<file path="src/rtl/mouse_tracker.sv">
// PS/2 mouse packet decoder: assembles 3-byte packets into a clamped cursor
// position and button state, with inter-byte timeout resynchronisation.
module mouse_tracker #(
  parameter int SCREEN_W = 640,
  parameter int SCREEN_H = 480,
  parameter int INIT_X   = 320,
  parameter int INIT_Y   = 240,
  parameter int TIMEOUT  = 2000000
) (
  input  logic       clk,
  input  logic       reset,
  input  logic [7:0] rxByte,
  input  logic       rxValid,
  output logic [9:0] mouseX,
  output logic [9:0] mouseY,
  output logic       mouseLeftButton,
  output logic       mouseRightButton,
  output logic       packetValid,
  output logic       syncError
);

  localparam int CW = $clog2(TIMEOUT + 1);

  localparam logic [1:0] WAIT_B0 = 2'd0;
  localparam logic [1:0] WAIT_B1 = 2'd1;
  localparam logic [1:0] WAIT_B2 = 2'd2;

  localparam logic signed [11:0] MAX_X = 12'(SCREEN_W - 1);
  localparam logic signed [11:0] MAX_Y = 12'(SCREEN_H - 1);

  logic [1:0]    state;
  logic [CW-1:0] counter;
  logic          stLeft, stRight, stXSign, stYSign, stXOvf, stYOvf;
  logic [7:0]    byte1;

  logic                timeoutHit;
  logic [1:0]          effState;
  logic signed [11:0]  dx, dy, sumX, sumY;
  logic [9:0]          nextX, nextY;

  // A timeout in the same cycle as a strobe sends that byte down the WAIT_B0 path.
  assign timeoutHit = (state != WAIT_B0) && (counter == CW'(TIMEOUT));
  assign effState   = timeoutHit ? WAIT_B0 : state;

  // NOTE: every always_comb output gets a default first so no path can infer a latch.
  always_comb begin
    dx    = '0;
    dy    = '0;
    nextX = mouseX;
    nextY = mouseY;
    if (!stXOvf) dx = {{3{stXSign}}, stXSign, byte1};
    if (!stYOvf) dy = {{3{stYSign}}, stYSign, rxByte};
    // Screen Y grows downward while PS/2 dy is positive upward.
    sumX = $signed({2'b00, mouseX}) + dx;
    sumY = $signed({2'b00, mouseY}) - dy;
    if (sumX < 12'sd0)      nextX = '0;
    else if (sumX > MAX_X)  nextX = MAX_X[9:0];
    else                    nextX = sumX[9:0];
    if (sumY < 12'sd0)      nextY = '0;
    else if (sumY > MAX_Y)  nextY = MAX_Y[9:0];
    else                    nextY = sumY[9:0];
  end

  // NOTE: sequential state uses non-blocking assignments so every register samples pre-edge values.
  always_ff @(posedge clk) begin
    if (reset) begin
      state            <= WAIT_B0;
      counter          <= '0;
      stLeft           <= 1'b0;
      stRight          <= 1'b0;
      stXSign          <= 1'b0;
      stYSign          <= 1'b0;
      stXOvf           <= 1'b0;
      stYOvf           <= 1'b0;
      byte1            <= '0;
      mouseX           <= 10'(INIT_X);
      mouseY           <= 10'(INIT_Y);
      mouseLeftButton  <= 1'b0;
      mouseRightButton <= 1'b0;
      packetValid      <= 1'b0;
      syncError        <= 1'b0;
    end else begin
      packetValid <= 1'b0;
      syncError   <= timeoutHit;
      if (rxValid) begin
        counter <= '0;
        case (effState)
          WAIT_B0: begin
            if (rxByte[3]) begin
              stLeft  <= rxByte[0];
              stRight <= rxByte[1];
              stXSign <= rxByte[4];
              stYSign <= rxByte[5];
              stXOvf  <= rxByte[6];
              stYOvf  <= rxByte[7];
              state   <= WAIT_B1;
            end else begin
              state     <= WAIT_B0;
              syncError <= 1'b1;
            end
          end
          WAIT_B1: begin
            byte1 <= rxByte;
            state <= WAIT_B2;
          end
          WAIT_B2: begin
            mouseX           <= nextX;
            mouseY           <= nextY;
            mouseLeftButton  <= stLeft;
            mouseRightButton <= stRight;
            packetValid      <= 1'b1;
            state            <= WAIT_B0;
          end
          default: state <= WAIT_B0;
        endcase
      end else if (timeoutHit) begin
        state   <= WAIT_B0;
        counter <= '0;
      end else if (state != WAIT_B0) begin
        counter <= counter + CW'(1);
      end
    end
  end

endmodule

</file>
<file path="config.mk">
export PLATFORM = sky130hd
export DESIGN_NAME = mouse_tracker
export DESIGN_NICKNAME = d
export VERILOG_FILES = /design/src/rtl/mouse_tracker.sv
export SDC_FILE = /design/constraint.sdc
export NUM_CORES = 1
export LEC_CHECK = 0
export BUFFER_PORTS_ARGS = -buffer_cell sky130_fd_sc_hd__clkbuf_2
export CELL_PAD_IN_SITES_DETAIL_PLACEMENT = 1
export CELL_PAD_IN_SITES_GLOBAL_PLACEMENT = 1
export CORE_ASPECT_RATIO = 1.5
export CORE_MARGIN = 4
export CORE_UTILIZATION = 49
export CTS_CLUSTER_SIZE = 12
export DETAILED_ROUTE_END_ITERATION = 16
export GPL_TIMING_DRIVEN = 0
export PLACE_DENSITY_LB_ADDON = 0.05
export SYNTH_ARGS = -nofsm -noshare
export SYNTH_HDL_FRONTEND = slang
export SYNTH_SLANG_ARGS = --single-unit
</file>
<file path="constraint.sdc">
create_clock -name clk -period 6.9 [get_ports clk]
set_input_delay 0.69 -clock clk [delete_from_list [all_inputs] [get_ports clk]]
set_output_delay 0.69 -clock clk [all_outputs]
set_load 0.005 [all_outputs]
</file>
# [Word-level counts from Yosys, hierarchy flattened]
# Index checks and enable logic that the tools add are counted.
[totals] register_bits=61 input_bits=11 out_inout_bits=24 wordCells=48
[classes] n_addsub=3 magnitude_cmp=4 eq_ne=3 mux=14 bitwise=1 n_reduce_logical=8
[ops] operator="$mux W10" n=4
[ops] operator="$lt A12 B1 Y1 const B" n=2
[ops] operator="$mux W12" n=2
[ops] operator="$add A21 B1 Y21 const B" n=1
[ops] operator="$eq A21 B21 Y1 const B" n=1
[ops] operator="$add A11 B12 Y12" n=1
[ops] operator="$gt A12 B10 Y1 const B" n=1
[ops] operator="$gt A12 B11 Y1 const B" n=1
[ops] operator="$sub A11 B12 Y12" n=1
[ops] operator="$mux W1" n=5
[ops] operator="$mux W2" n=2
[ops] operator="$pmux W2 S2" n=1
[ops] operator="$reduce_and A2 Y1" n=2
[ops] operator="$reduce_and A3 Y1" n=1
[ops] operator="$reduce_or A3 Y1" n=1
[ops] operator="$eq A2 B1 Y1 const B" n=1
[ops] operator="$eq A2 B2 Y1 const B" n=1
[ops] operator="$logic_not A2 Y1" n=1
[ops] operator="$reduce_bool A2 Y1" n=1
[ops] operator="$reduce_or A2 Y1" n=1
[ops] operator="$logic_and A1 B1 Y1" n=1
[ops] operator="$not A1 Y1" n=1

# [Depth between registers and ports, before layout]
# Gate-level depths: netlist of run 1.
[logic_depth] word_depth=6 depth_mapped=13 depth_no_buf=12

# [Worst setup path before layout of run 1]
# No wires, ideal clock.
[synth_timing] path_kind="input -> register" start="in rxByte[0]" end="reg mouseY[1]" setup_ps=119 arrival_time_ps=2890 required_time_ps=6781 path_slack_ps=3892 cell_stages=12 path_buffers=0 path_cell_list="nor2b_1 ha_1 inv_1 fa_1 a21o_1 a21oi_1 o21a_1 o31a_1 or4_1 a2bb2oi_1 nand3_1 o221a_1"
[synth_via] elab_chain_len=5 elab_cells_between_ends=6 cone_classes="add/sub: 1; order compare: 2; mux: 3"
[synth_lines] item="from (decl)" line_no="12" rtl="input logic [7:0] rxByte,"
[synth_lines] item="$mux W12 *" line_no="52" rtl="if (!stYOvf) dy = {{3{stYSign}}, stYSign, rxByte};"
[synth_lines] item="$sub A11 B12 Y12 *" line_no="55" rtl="sumY = $signed({2'b00, mouseY}) - dy;"
[synth_lines] item="$gt A12 B10 Y1" line_no="60" rtl="else if (sumY > MAX_Y) nextY = MAX_Y[9:0];"
[synth_lines] item="$mux W10" line_no="60"
[synth_lines] item="$mux W10 *" line_no="59" rtl="if (sumY < 12'sd0) nextY = '0;"
[synth_lines] item="to (signal assigned)" line_no="77" rtl="mouseY <= 10'(INIT_Y);"
[synth_lines] item="to (signal assigned)" line_no="108" rtl="mouseY <= nextY;"
[synth_lines] item="to (decl)" line_no="15" rtl="output logic [9:0] mouseY,"
# Every way passes the cells marked *; elsewhere a longest branch is shown, timed or not.
# A chain may end at the register's enable or synchronous reset.

# [Worst setup path in the final report of run 1]
[layout_timing] start="reg stXOvf" end="reg mouseX[1]"
[layout_via] elab_chain_len=5 elab_cells_between_ends=6 cone_classes="add/sub: 1; order compare: 2; mux: 3"
[layout_lines] item="from (decl)" line_no="33" rtl="logic stLeft, stRight, stXSign, stYSign, stXOvf, stYOvf;"
[layout_lines] item="from (signal assigned)" line_no="94" rtl="stXOvf <= rxByte[6];"
[layout_lines] item="$mux W12 *" line_no="51" rtl="if (!stXOvf) dx = {{3{stXSign}}, stXSign, byte1};"
[layout_lines] item="$add A11 B12 Y12 *" line_no="54" rtl="sumX = $signed({2'b00, mouseX}) + dx;"
[layout_lines] item="$gt A12 B11 Y1" line_no="57" rtl="else if (sumX > MAX_X) nextX = MAX_X[9:0];"
[layout_lines] item="$mux W10" line_no="57"
[layout_lines] item="$mux W10 *" line_no="56" rtl="if (sumX < 12'sd0) nextX = '0;"
[layout_lines] item="to (signal assigned)" line_no="76" rtl="mouseX <= 10'(INIT_X);"
[layout_lines] item="to (signal assigned)" line_no="107" rtl="mouseX <= nextX;"
[layout_lines] item="to (decl)" line_no="14" rtl="output logic [9:0] mouseX,"
# Marks and branches as above.

==> results.json, run 1 <==
{
  "worst_setup_path_endpoint": "mouseX[1]",
  "async_flop_share_pct": 0,
  "cp-start-kind": "register",
  "insertion_delay_ps": 330,
  "worst_slew_margin_rel_pct": 37.8,
  "cts-root-buf": "clkbuf_8",
  "cp.required_ps": 7150,
  "crit-reg2reg-capture": "mouseX[1]",
  "start_util_pct": 50.6,
  "fin_total_pwr_w": 0.000745,
  "drt_iter0_drc": 132,
  "fill_cell_total_of_the_finished_layout": 914,
  "first_global_vias": 3565,
  "drt-total-wl_um": 9970,
  "critPathKind": "reg2reg",
  "cts_buffer_count": 9,
  "gp_congestion": 0.827,
  "yosys_warnings": 0,
  "grt-ovfl-total": 0,
  "drt_pass1_iterations": 4,
  "clock-skew-final_ps": 5.10,
  "total_leakage_power_nw": 1.74,
  "setup-violations-final": 0,
  "tritoncts": "yes",
  "area_of_the_core_sq_mm": 0.00727,
  "pwr_density_cell_mw_per_mm2": 180,
  "synth.ff_latch_count": 61,
  "ant_nets": 0,
  "max_freq_mhz": 287,
  "final_nets": 513,
  "die_area_sq_mm": 0.00898,
  "fin_crit_ps": 3480,
  "netlist-cell-type-count": 67,
  "cts-root-to-sink-buffers": 2,
  "syn_area_sq_mm": 0.00368,
  "antenna_violations_before_repair": 0,
  "cp-startpoint": "stXOvf",
  "timing.final.crit_share_pct": 50.5,
  "grt_max_degree": 12,
  "post_drt_wl_per_cell_um": 17.2,
  "hold_path_class": "reg2reg",
  "post_synth_edffs": 0,
  "fin_setup_tns_ps": 0,
  "cts_hold_buf": 0,
  "synth_area_per_cell_sq_um": 8.53,
  "n_antenna_cell": 0,
  "post-route-cell-area_sq_mm": 0.00413,
  "critPathMaxFanout": 10,
  "die_boundary_height_um": 114,
  "drcViolationCount": 0,
  "number_of_cells_on_the_worst_reg_to_reg_path": 9,
  "port-buffer-count": 33,
  "cts_repair_resize_count": 0,
  "cts_sinks": 61,
  "worst_ep_arrival_time_ps": 3730,
  "worst_setup_hold_path_clk_slew_ps": 70,
  "cts_setup_buffers": 0,
  "peakVddDrop_mv": 0.112,
  "grt_first_pass_wirelength_um": 16800,
  "crit_path_end_kind": "register",
  "report.final.slew_viol_count": 0,
  "floorplan.die.width_um": 78.7,
  "grt_util_all_layers_pct": 23.6,
  "post_synth_inst_count": 431,
  "cts-htree-levels": 3,
  "synth_top_flop_cell": "dfxtp_1",
  "status": "complete, no violations",
  "crit-reg2reg-launch": "stXOvf",
  "cap_violations": 0,
  "most_used_cells_in_the_layout_excluding_fill_and_tap_cells": "nor2_1, dfxtp_1, clkbuf_2, nand2_1, ha_1",
  "worst-slew-pin-transition_ps": 933,
  "core.rowCount": 38,
  "via_count": 3313,
  "rsz0062_at_grt": "false",
  "hold_viol_final": 0,
  "dpl-instance-area_sq_mm": 0.00397,
  "syn_to_final_growth_pct": 12.2,
  "reg2reg_slack_ps": 3420,
  "mapped_nets": 469,
  "detailed_place_hpwl_um": 7670,
  "io_pins": 35,
  "drive_above_1_share_pct": 12.3,
  "drt-vias-per-instance": 5.72,
  "sequential_fraction_of_the_synthesis_area_pct": 33.2
}
[how the worst min path moves through the flow]
stage               cells after the start  slack [ps]             from          endpoint
finish                                  2         460  mouseLeftButton   mouseLeftButton
global route                            2         480          stRight  mouseRightButton
CTS                                     2         470  mouseLeftButton   mouseLeftButton
detailed placement                      2         460  mouseLeftButton   mouseLeftButton
global placement                        2         450  mouseLeftButton   mouseLeftButton
floorplan                               2         430           stLeft   mouseLeftButton
[cells in the mapped netlist, drive strengths merged, types with 2 or more instances]
cell / number / area share [%]
a21o: 5 / 1.0
or4: 2 / 0.51
mux2i: 14 / 3.8
a2111oi: 2 / 0.48
nor4: 2 / 0.51
and4b: 2 / 0.54
and2: 3 / 0.58
a211oi: 5 / 1.0
nor4b: 5 / 1.4
fa: 2 / 1.1
a21oi: 24 / 3.3
nand4b: 3 / 0.71
o21a: 4 / 1.0
dfxtp: 61 / 33
a311oi: 2 / 0.65
and3: 4 / 0.68
ha: 25 / 8.5
nand2b: 12 / 2.2
nand2: 29 / 3.0
buf: 2 / 0.27
o31ai: 4 / 0.95
xnor2: 11 / 2.6
nor2: 62 / 6.4
nor2b: 14 / 2.4
o21ai: 13 / 1.8
nand3b: 2 / 0.41
o211ai: 2 / 0.41
or3: 6 / 1.2
nand4: 6 / 1.0
nor3b: 2 / 0.41
xor2: 21 / 5.0
clkbuf: 14 / 1.5
o21bai: 2 / 0.41
nand3: 7 / 0.95
inv: 17 / 1.7
o221a: 7 / 2.1
nor3: 14 / 1.9
a31oi: 3 / 0.51
[cells by family (layout without fill, tap and decap cells)]
| kind of cell | count (synthesis) | after routing | synth area share (%) |
|---|---|---|---|
| AO/OA/AOI/OAI | 86 | 86 | 16.9 |
| flip-flops | 61 | 61 | 33.2 |
| AND/OR/NAND/NOR | 178 | 178 | 25.4 |
| adder cells (fa/ha/maj) | 27 | 27 | 9.60 |
| buffers and inverters | 33 | 81 | 3.47 |
| XOR/XNOR | 32 | 32 | 7.62 |
| multiplexers | 14 | 14 | 3.81 |
[area by class of cell]
cell class	instances	area [sq um]	share of cell area (%)
plain buffers	16	63.8	1.55
clock buffers	13	149	3.61
clock inverters	2	10.0	0.243
inverters	17	63.8	1.55
multi-input cells	337	2330	56.4
flip-flops and latches	61	1220	29.6
well taps	100	125	3.03
repair buffers	33	165	4.00
[sequential cells by signal, summed over array words and instances, names as in the netlist]
signal,count
stXOvf,1
mouseY,10
stYSign,1
mouseRightButton,1
byte1,8
syncError,1
counter,21
stXSign,1
stYOvf,1
stLeft,1
mouseLeftButton,1
state,2
packetValid,1
mouseX,10
stRight,1
[power breakdown]
| group | internal, W | total [W] | switching (W) |
|---|---|---|---|
| Clock | 0.000137 | 0.000272 | 0.000135 |
| Sequential | 0.000358 | 0.000364 | 0.00000525 |
| Combinational | 0.0000446 | 0.000109 | 0.0000642 |
[critical path: stages (launching register included)]
cell       delay, ps
dfxtp_1          400
nor2b_1          520
ha_1             420
nor4b_1          180
a2111oi_0        400
o211ai_1         230
nor4_2           480
nor3b_1          110
or3_4            400
a311oi_2         250
[per-layer routing]
layer  track usage [%]  vias up  share of wire [%]  wire length, um
met5                 0        -                  0                0
met4              7.93        0                1.5              145
met3              3.07       11                2.2              215
met2              46.4       35                 56             5590
met1              25.4     1649                 40             4020
li1                  -     1618                  -                -
[per-stage QoR]
stage,setup WS [ps],instances,hold WS [ps],util [%]
after floorplan,3890,431,431,-
after global placement,3500,564,445,54.5
after detailed placement,3380,564,457,54.5
after CTS,3440,579,468,56.7
after global routing,3080,579,485,56.7
final,3420,579,463,56.7
(Power assumes the default switching activity.)
==> inputs of run 2 (changes only) <==
--- a/config.mk
+++ b/config.mk
@@ -10,7 +10,7 @@
 export CELL_PAD_IN_SITES_GLOBAL_PLACEMENT = 1
 export CORE_ASPECT_RATIO = 1.5
 export CORE_MARGIN = 4
-export CORE_UTILIZATION = 49
+export CORE_UTILIZATION = 45
 export CTS_CLUSTER_SIZE = 12
 export DETAILED_ROUTE_END_ITERATION = 16
 export GPL_TIMING_DRIVEN = 0
==> constraint.sdc (replaced) <==
create_clock -name clk -period 3.6 [get_ports clk]
set_input_delay 0.36 -clock clk [delete_from_list [all_inputs] [get_ports clk]]
set_output_delay 0.36 -clock clk [all_outputs]
set_load 0.005 [all_outputs]
==> run 2 against run 1 <==
Effect of this change: cell area rose by 4.3%; clock power rose to 3.3 times the previous value; core utilization fell by 3.0 points; total power rose by 140%; global-route usage fell by 1.6 points; setup slack got worse by 3200 ps; clock skew rose by 1.6 ps; clock-buffer cell count did not move; flip-flop and latch count did not move; worst hold slack got worse by 140 ps; via count rose by 0.21%; final cell count rose by 1.0%.
==> results.json, run 2 (same netlist as run 1, synthesis figures left out) <==
{
  "crit-reg2reg-launch": "stXOvf",
  "pwr_density_cell_mw_per_mm2": 417,
  "cts-htree-levels": 3,
  "crit_path_end_kind": "register",
  "timing.critical_path.slowest_cell_delay_ps": 440,
  "dpl-instance-area_sq_mm": 0.00397,
  "number_of_flip_flops_under_the_largest_register_name": 21,
  "grt_first_pass_wirelength_um": 16500,
  "cts_sinks": 61,
  "largestRegisters": "counter x21, mouseX x10, mouseY x10",
  "worst_ep_arrival_time_ps": 3620,
  "cts_hold_buf": 0,
  "drt-vias-per-instance": 5.68,
  "port-buffer-count": 33,
  "detailed_place_hpwl_um": 7640,
  "cell_internal_pwr_w": 0.00136,
  "worst_setup_hold_path_clk_slew_ps": 50,
  "drt_pass1_iterations": 4,
  "cap_violations": 0,
  "net-switching-power_w": 0.000431,
  "cp.required_ps": 3840,
  "most_used_cells_in_the_layout_excluding_fill_and_tap_cells": "nor2_1, dfxtp_1, clkbuf_2, nand2_1, ha_1",
  "cpLargestDelayFamily": "simple AND/OR/NAND/NOR gates",
  "cts-root-to-sink-buffers": 2,
  "start_util_pct": 45.9,
  "drt_iter0_drc": 124,
  "io_pins": 35,
  "drt-total-wl_um": 9880,
  "worstPathCellList": "nor2b_2 -> ha_1 -> nor4b_1 -> a2111oi_1 -> o211ai_1 -> nor4_4 -> nor3b_1 -> or3_4 -> a311oi_2",
  "grt-ovfl-total": 0,
  "via_count": 3320,
  "insertion_delay_ps": 330,
  "gp_congestion": 0.890,
  "cts-root-buf": "clkbuf_16",
  "syn_to_final_growth_pct": 17.0,
  "antenna_violations_before_repair": 0,
  "share_clk_of_total_power_pct": 49.5,
  "first_global_vias": 3486,
  "slowest_stage": "nor4_4",
  "worst_hold_path.endpoint": "stYSign",
  "grt_util_all_layers_pct": 22.0,
  "worst_hold_slack_ps": 326,
  "max_freq_mhz": 296,
  "tritoncts": "yes",
  "final_nets": 513,
  "hold_path_startpoint": "rxByte[5]",
  "ant_nets": 0,
  "grt_max_degree": 12,
  "registers.top_by_ff_count": "counter",
  "cts_setup_buffers": 0,
  "area_of_the_core_sq_mm": 0.00801,
  "rsz0062_at_grt": "false",
  "worst_slew_margin_rel_pct": 37.7,
  "post_drt_wl_per_cell_um": 16.9,
  "timing.critical_path.buf_inv": 0,
  "fin_crit_ps": 3380,
  "worst-slew-pin-transition_ps": 935,
  "number_of_cells_on_the_worst_reg_to_reg_path": 9,
  "die_boundary_height_um": 119,
  "status": "complete, no violations",
  "cts_buffer_count": 9,
  "power.sequential.fraction_pct": 38.9,
  "power.switching_fraction_pct": 24.0,
  "fill_cell_total_of_the_finished_layout": 972,
  "core.rowCount": 40,
  "hold_viol_final": 0,
  "hold_path_class": "in2reg",
  "timing.final.crit_share_pct": 93.8,
  "report.final.slew_viol_count": 0,
  "critPathMaxFanout": 10,
  "setup-violations-final": 0,
  "critPathKind": "reg2reg",
  "postLayoutCoreUtil_pct": 53.8,
  "n_antenna_cell": 0,
  "floorplan.die.width_um": 81.8,
  "die_area_sq_mm": 0.00971,
  "drcViolationCount": 0,
  "hold_path_depth": 3,
  "post-route-cell-area_sq_mm": 0.00430,
  "total_leakage_power_nw": 1.81,
  "reg2reg_slack_ps": 220,
  "clock-skew-final_ps": 6.74,
  "crit-reg2reg-capture": "mouseX[1]",
  "pwr-share-comb_pct": 11.6,
  "cp-start-kind": "register",
  "drive_above_1_share_pct": 13.3,
  "peakVddDrop_mv": 0.239
}
run 2: repair_timing:
| item | CTS | global route |
|---|---|---|
| endpoints found under the setup margin | 2 | 8 |
| pin swaps | 0 | 0 |
| hold endpoints to repair | 0 | 0 |
| resized for setup | 1 | 3 |
run 2: worst min-delay path: cells and delay by family:
kind | cells | cell delay (ps)
buffers and inverters | 1 | 110
muxes | 1 | 70
and+or+nand+nor | 1 | 70
run 2: cell type report:
type                    instances  area (sq um)  share of cell area, %
clock inverters                 3          42.5                  0.988
multi-input cells             337          2350                   54.5
clock buffers                  13           270                   6.28
flip-flops and latches         61          1220                   28.4
plain buffers                  16          63.8                   1.48
inverters                      17          63.8                   1.48
repair buffers                 33           165                   3.84
well taps                     105           131                   3.05
run 2: power by group through the flow:
stage	Combinational [W]	Sequential, W	Clock, W
final	0.000208	0.000698	0.000889
after global routing	0.000232	0.000699	0.000947
after CTS	0.000207	0.000698	0.000911
after detailed placement	0.000205	0.000712	0
after global placement	0.000199	0.000711	0
after floorplan	0.000151	0.000710	0
run 2: routing by layer:
| layer | GRT usage, % | share of wire [%] |
|---|---|---|
| met1 | 24.0 | 41 |
| met2 | 39.5 | 54 |
| met3 | 3.73 | 2.2 |
| met4 | 10.5 | 2.9 |
| met5 | 0 | 0 |
run 2: per-stage QoR:
| stage | setup slack (ps) | TNS, ps | total power, W | std cells |
|---|---|---|---|---|
| after floorplan | 635 | 0 | 0.000861 | 431 |
| after global placement | 187 | 0 | 0.000910 | 569 |
| after detailed placement | -25.5 | -25.5 | 0.000917 | 569 |
| after CTS | 13.8 | 0 | 0.00182 | 585 |
| after global routing | 7.01 | 0 | 0.00188 | 585 |
| final | 222 | 0 | 0.00180 | 585 |
run 2: worst max path at each step:
stage	from	to	slack, ps	depth (start not counted)
after floorplan	stXOvf	mouseX[1]	630	9
after global placement	stXOvf	mouseX[1]	190	9
after detailed placement	stXOvf	mouseX[1]	-30	9
after CTS	stXOvf	mouseX[1]	10	12
after global routing	stXOvf	mouseX[1]	7	9
final	stXOvf	mouseX[1]	220	9
